**src/rtl/reg32_rd_port_if.sv**
```systemverilog
// Request/response channel bundle for the register-bank read port.
// rsp_parity exists only when RD_PARITY_EN is defined.
interface reg32_rd_port_if #(
    parameter int DATA_W = 32
);
    logic              rd_req_valid;
    logic              rd_req_ready;
    logic [3:0]        rd_addr;
    logic [3:0]        rd_len;
    logic              rsp_valid;
    logic              rsp_ready;
    logic [DATA_W-1:0] rsp_data;
    logic              rsp_last;
    logic              rsp_err;
`ifdef RD_PARITY_EN
    logic              rsp_parity;

    modport master (
        output rd_req_valid, rd_addr, rd_len, rsp_ready,
        input  rd_req_ready, rsp_valid, rsp_data, rsp_last, rsp_err, rsp_parity
    );
    modport slave (
        input  rd_req_valid, rd_addr, rd_len, rsp_ready,
        output rd_req_ready, rsp_valid, rsp_data, rsp_last, rsp_err, rsp_parity
    );
`else
    modport master (
        output rd_req_valid, rd_addr, rd_len, rsp_ready,
        input  rd_req_ready, rsp_valid, rsp_data, rsp_last, rsp_err
    );
    modport slave (
        input  rd_req_valid, rd_addr, rd_len, rsp_ready,
        output rd_req_ready, rsp_valid, rsp_data, rsp_last, rsp_err
    );
`endif
endinterface

```
**src/rtl/reg32_rd_port.sv**
```systemverilog
// Read-side responder for the 16 x DATA_W register bank: single/burst reads with a
// registered response slot. Optional feature macro: RD_PARITY_EN (adds rsp_parity).
module reg32_rd_port #(
    parameter int DATA_W   = 32,
    parameter int NUM_REGS = 16
) (
    input  logic                 clk,
    input  logic                 reset_n,
    input  logic [16*DATA_W-1:0] reg_bus,
    reg32_rd_port_if.slave       rd
);

    typedef enum logic {
        IDLE  = 1'b0,
        BURST = 1'b1
    } state_t;

    state_t            state_q, state_d;
    logic [3:0]        cur_addr_q, cur_addr_d;
    logic [3:0]        remain_q, remain_d;
    logic              rsp_valid_q, rsp_valid_d;
    logic [DATA_W-1:0] rsp_data_q, rsp_data_d;
    logic              rsp_last_q, rsp_last_d;
    logic              rsp_err_q, rsp_err_d;

    logic              slot_free;
    logic              beat_err;
    logic [DATA_W-1:0] beat_data;

    function automatic logic even_parity(input logic [DATA_W-1:0] d);
        return ^d;
    endfunction

    assign slot_free = !rsp_valid_q || rd.rsp_ready;
    assign beat_err  = ({28'd0, cur_addr_q} >= 32'(NUM_REGS));

    // Error beats return zero rather than whatever sits above NUM_REGS on the bus.
    always_comb begin
        beat_data = '0;
        for (int i = 0; i < 16; i++) begin
            if (cur_addr_q == 4'(i) && !beat_err) begin
                beat_data = reg_bus[i*DATA_W +: DATA_W];
            end
        end
    end

    always_comb begin
        state_d     = state_q;
        cur_addr_d  = cur_addr_q;
        remain_d    = remain_q;
        rsp_valid_d = rsp_valid_q;
        rsp_data_d  = rsp_data_q;
        rsp_last_d  = rsp_last_q;
        rsp_err_d   = rsp_err_q;
        case (state_q)
            IDLE: begin
                if (rsp_valid_q && rd.rsp_ready) begin
                    rsp_valid_d = 1'b0;
                    rsp_last_d  = 1'b0;
                end
                if (rd.rd_req_valid) begin
                    cur_addr_d = rd.rd_addr;
                    remain_d   = rd.rd_len;
                    state_d    = BURST;
                end
            end
            BURST: begin
                if (slot_free) begin
                    rsp_valid_d = 1'b1;
                    rsp_data_d  = beat_data;
                    rsp_err_d   = beat_err;
                    rsp_last_d  = (remain_q == 4'd0);
                    cur_addr_d  = cur_addr_q + 4'd1;
                    remain_d    = remain_q - 4'd1;
                    if (remain_q == 4'd0) begin
                        state_d = IDLE;
                    end
                end
            end
            default: state_d = IDLE;
        endcase
    end

    always_ff @(posedge clk or negedge reset_n) begin
        if (!reset_n) begin
            state_q     <= IDLE;
            cur_addr_q  <= '0;
            remain_q    <= '0;
            rsp_valid_q <= 1'b0;
            rsp_data_q  <= '0;
            rsp_last_q  <= 1'b0;
            rsp_err_q   <= 1'b0;
        end else begin
            state_q     <= state_d;
            cur_addr_q  <= cur_addr_d;
            remain_q    <= remain_d;
            rsp_valid_q <= rsp_valid_d;
            rsp_data_q  <= rsp_data_d;
            rsp_last_q  <= rsp_last_d;
            rsp_err_q   <= rsp_err_d;
        end
    end

`ifdef RD_PARITY_EN
    logic rsp_parity_q, rsp_parity_d;

    // Parity follows the loaded data, so error beats (data 0) carry parity 0.
    always_comb begin
        rsp_parity_d = rsp_parity_q;
        if (state_q == BURST && slot_free) begin
            rsp_parity_d = even_parity(beat_data);
        end
    end

    always_ff @(posedge clk or negedge reset_n) begin
        if (!reset_n) begin
            rsp_parity_q <= 1'b0;
        end else begin
            rsp_parity_q <= rsp_parity_d;
        end
    end

    assign rd.rsp_parity = rsp_parity_q;
`endif

    assign rd.rd_req_ready = (state_q == IDLE);
    assign rd.rsp_valid    = rsp_valid_q;
    assign rd.rsp_data     = rsp_data_q;
    assign rd.rsp_last     = rsp_last_q;
    assign rd.rsp_err      = rsp_err_q;

endmodule
```
**src/flat_wrapper.sv**
```systemverilog
// flat-port wrapper written by rule: the top's interface ports become plain ports
module reg32_rd_port_flat 
#(
    parameter int DATA_W   = 32,
    parameter int NUM_REGS = 16
)
  (clk, reset_n, reg_bus, rd_rd_req_valid, rd_rd_addr, rd_rd_len, rd_rsp_ready, rd_rd_req_ready, rd_rsp_valid, rd_rsp_data, rd_rsp_last, rd_rsp_err);
  reg32_rd_port_if #(.DATA_W(DATA_W)) rd_i ();
  input  logic clk;
  input  logic reset_n;
  input  logic [16*DATA_W-1:0] reg_bus;
  input wire logic [$bits(rd_i.rd_req_valid)-1:0] rd_rd_req_valid;
  input wire logic [$bits(rd_i.rd_addr)-1:0] rd_rd_addr;
  input wire logic [$bits(rd_i.rd_len)-1:0] rd_rd_len;
  input wire logic [$bits(rd_i.rsp_ready)-1:0] rd_rsp_ready;
  output wire logic [$bits(rd_i.rd_req_ready)-1:0] rd_rd_req_ready;
  output wire logic [$bits(rd_i.rsp_valid)-1:0] rd_rsp_valid;
  output wire logic [$bits(rd_i.rsp_data)-1:0] rd_rsp_data;
  output wire logic [$bits(rd_i.rsp_last)-1:0] rd_rsp_last;
  output wire logic [$bits(rd_i.rsp_err)-1:0] rd_rsp_err;
  assign rd_i.rd_req_valid = rd_rd_req_valid;
  assign rd_i.rd_addr = rd_rd_addr;
  assign rd_i.rd_len = rd_rd_len;
  assign rd_i.rsp_ready = rd_rsp_ready;
  assign rd_rd_req_ready = rd_i.rd_req_ready;
  assign rd_rsp_valid = rd_i.rsp_valid;
  assign rd_rsp_data = rd_i.rsp_data;
  assign rd_rsp_last = rd_i.rsp_last;
  assign rd_rsp_err = rd_i.rsp_err;
  reg32_rd_port #(.DATA_W(DATA_W), .NUM_REGS(NUM_REGS)) u_core (.clk(clk), .reset_n(reset_n), .reg_bus(reg_bus), .rd(rd_i));
endmodule
```
**config.mk**
```make
export PLATFORM = sky130hd
export DESIGN_NAME = reg32_rd_port_flat
export DESIGN_NICKNAME = d
export VERILOG_FILES = /design/src/rtl/reg32_rd_port_if.sv /design/src/rtl/reg32_rd_port.sv /design/src/flat_wrapper.sv
export SDC_FILE = /design/constraint.sdc
export NUM_CORES = 1
export LEC_CHECK = 0
export ABC_AREA = 1
export BUFFER_PORTS_ARGS = -buffer_cell sky130_fd_sc_hd__buf_2
export CAP_MARGIN = 10
export CORE_AREA = 8 8 213 215
export DETAILED_ROUTE_END_ITERATION = 16
export DIE_AREA = 0 0 221 223
export GPL_ROUTABILITY_DRIVEN = 0
export PLACE_DENSITY_LB_ADDON = 0.12
export SETUP_SLACK_MARGIN = 0.15
export SYNTH_ARGS = -nofsm -noshare
export SYNTH_HDL_FRONTEND = slang
export SYNTH_SLANG_ARGS = --single-unit
```
**constraint.sdc**
```tcl
create_clock -name clk -period 2.48 [get_ports clk]
set_input_delay 0.372 -clock clk [delete_from_list [all_inputs] [get_ports clk]]
set_output_delay 0.372 -clock clk [all_outputs]
set_load 0.05 [all_outputs]
```
==> impl_metrics.csv <==
group,metric,value,unit
synth,syn_area_per_cell,5.01,sq um
floorplanning,dieHeight,223,um
setup_path,crit_top_cell,"nand2_1",
floorplanning,die_area,49300,sq um
hold_path,min_path_type,"input port to asynchronous set/reset pin",
global_routing,grtUsageMet3,3.23,%
clock_tree,tritoncts.num_buffers,5,
setup_path,r2r_cells,21,
floorplanning,initial_utilization,18.4,%
sta,finalCriticalPeriod,2.44,ns
placement,dp_slack,-0.278,ns
sta,rsz0062_at_grt,"yes",
global_routing,use_met1,24.3,%
setup_path,reg2reg_from,"u_core.cur_addr_q[0]",
setup_path,critPathKind,"register to register",
finish,area_delta_synth_final,66.7,%
finish,layout_common_cells,"buf_2, nand2_1, nand3_1, nor2_1, inv_1",
global_routing,track_usage,19.3,%
setup_path,crit_path_start,"u_core.cur_addr_q[0]",
route,dr.pass1.iters,5,
floorplanning,die_w,221,um
setup_path,crit_buf_inv,6,
synth,yosys_most_used_dff,"dfrtp_1",
job,drv_cap,0,
global_routing,grt_max_degree,67,
sta,relSlewSlack,66.4,%
route,wl_per_cell,18.8,um
global_routing,grt_pass1_vias,12100,
sta,fin_ws,0.0402,ns
power,p_leak,7.34,nW
finish,num-nets-final,2649,
run_status,status,"finished clean",
synth,yosysSeqAreaShare,13.8,%
setup_path,cp_slowest_stage_delay,0.46,ns
power,vdd_drop_max,0.509,mV
finish,layout_commonest_cell,"buf_2",
synth,yosysWarnings,0,
route,drc_errors,0,
clock_tree,worst_skew_pair.late_latency,0.31,ns
route,via_per_inst,4.45,
placement,hpwl,39900,um
setup_path,rrSetupSlack,0.04,ns
synth,synthArstFlopShare,100,%
placement,io_buffers,558,
synth,ys_seq_elements,43,
sta,finalHoldViolCount,0,
route,vias,11900,
finish,fillers,4944,
sta,skew,0.00948,ns
floorplanning,io_pins,560,
synth,synth_nets,2087,
setup_path,cp_cell_sequence,"inv_4 -> buf_6 -> ha_4 -> inv_4 -> nor2_4 -> buf_12 -> buf_12 -> buf_16 -> nor2_1 -> nand2_1 -> nand2_1 -> nand2_1 -> nand3_1 -> nand3_1 -> nand3_1 -> nand2_1 -> nand3_1 -> nand2_1 -> nand2_1 -> nand2_1 -> nand2_1",
setup_path,crit_path_end_kind,"register",
global_routing,overflow,0,
synth,synth_edf_count,0,
global_routing,antenna_found_initial,7,
clock_tree,cts.sink_count,43,
synth,synth.distinct_cells,34,
setup_path,crit_family,"simple AND/OR/NAND/NOR gates",
clock_tree,cts_tree,"yes",
finish,fin_util,30.7,%
synth,synth_area,7800,sq um
setup_path,cp_max_fo,6,
sta,slew_viol_final,0,
sta,timing.fmax,0.410,GHz
route,routed_wl,50400,um
global_routing,grt_pass1_wl,74500,um
global_routing,top_usage_layer,"met2",
setup_path,start_kind,"register",
setup_path,cp.depth,21,
finish,drive_gt1_share,40.8,%
setup_path,crit_end,"u_core.rd.rsp_data[29]",
power,powerDensity,1190,nW/um^2
route,drt_iter0_markers,687,
sta,period_share,98.4,%
setup_path,r2r_end,"u_core.rd.rsp_data[29]",
clock_tree,clk_pin_slew,0.08,ns
setup_path,worstPathRequired,2.68,ns
clock_tree,clock_path_buffers,2,
setup_path,cp.arrival,2.64,ns
route,antenna_left,0,
synth,syn_inst,1557,
sta,setup_viol,0,
clock_tree,htreeDepth,2,
floorplanning,core,42300,sq um
setup_path,slowest_stage,"dfrtp_2",
clock_tree,cts-root-buf,"clkbuf_16",
floorplanning,core.rowCount,76,
global_routing,use_met2,34.1,%
sta,worst_pin_slew,0.504,ns
[cell type report]
type                    instances  area [sq um]  share of cell area [%]
diodes                          7          17.5                   0.135
clock buffers                   5           125                   0.962
clock inverters                 3          46.3                   0.356
inverters                     150           573                    4.41
multi-input cells            1255          6150                    47.3
flip-flops and latches         43          1080                    8.30
well taps                     546           683                    5.25
repair buffers                664          4330                    33.3
[Yosys cell counts, types with 20 or more instances]
library cell  count  area, sq um
nand2_1         563         2110
nand3_1         259         1300
nor2_1          175          657
inv_1           129          484
or2_2            68          425
buf_2            43          215
dfrtp_1          43         1080
clkbuf_1         42          158
nor3_1           34          170
a21oi_1          33          165
nand3b_1         32          240
o21ai_1          29          145
or2_0            20          125
[flip-flops by register name, summed over array words and instances (netlist names)]
name	flops
u_core.state_q	1
u_core.cur_addr_q	4
u_core.rd.rsp_last	1
u_core.rd.rsp_valid	1
u_core.rd.rsp_data	32
u_core.remain_q	4
[cell families (layout without fill, tap and decap cells)]
kind of cell | after synthesis | count (layout) | synth area share [%]
other cells | 1 | 8 | 0.0481
fa+ha+maj | 6 | 6 | 0.962
flops | 43 | 43 | 13.8
xor+xnor | 1 | 1 | 0.112
buf+inv | 259 | 822 | 13.8
simple gates | 1164 | 1164 | 65.8
compound gates | 83 | 83 | 5.56
[how the worst min path moves through the flow]
stage / start / to / slack [ns]
2_1_floorplan: reset_n / u_core.cur_addr_q[0] / 0.08
3_3_place_gp: reset_n / u_core.rd.rsp_data[12] / 0.37
3_5_place_dp: reset_n / u_core.rd.rsp_data[12] / 0.36
4_1_cts: reset_n / u_core.rd.rsp_data[12] / 0.02
5_1_grt: reset_n / u_core.rd.rsp_data[12] / 0.02
6_report: reset_n / u_core.rd.rsp_data[12] / 0.007
[metal layers]
layer  up-vias  routed length (um)
li1       5987                   -
met1      5459               21900
met2       422               24900
met3        37                2760
met4         2                 764
met5         -                  10
[per-stage QoR]
stage | instance area [sq um] | hold WS, ns | TNS [ns] | cells | power [mW]
2_1_floorplan | 7800 | 0.0764 | 0 | 1557 | 8.68
5_1_grt | 13000 | 0.0241 | -3.16 | 2672 | 17.1
4_1_cts | 12700 | 0.0172 | 0 | 2660 | 15.3
6_report | 13000 | 0.00692 | 0 | 2673 | 15.5
3_5_place_dp | 11600 | 0.364 | -4.18 | 2620 | 12.9
3_3_place_gp | 11600 | 0.366 | -2.05 | 2620 | 12.9
[power by group]
group	leakage [nW]	internal (mW)	total, mW	switching (mW)
clock	0.0805	0.480	0.816	0.336
combinational	6.74	5.11	13.3	8.24
sequential	0.525	1.06	1.32	0.266
total	7.34	6.64	15.5	8.84
[repair_timing]
item / 4_1_cts / 5_1_grt
buffers inserted: 20 / 5
hold endpoints to repair: 0 / 0
setup endpoints to repair: 32 / 32
gates resized for setup: 108 / 44
cloned: 12 / 1
hold buffers: 0 / 0
pin swaps: 48 / 33
Note: power is estimated with default switching activity, not from simulation.
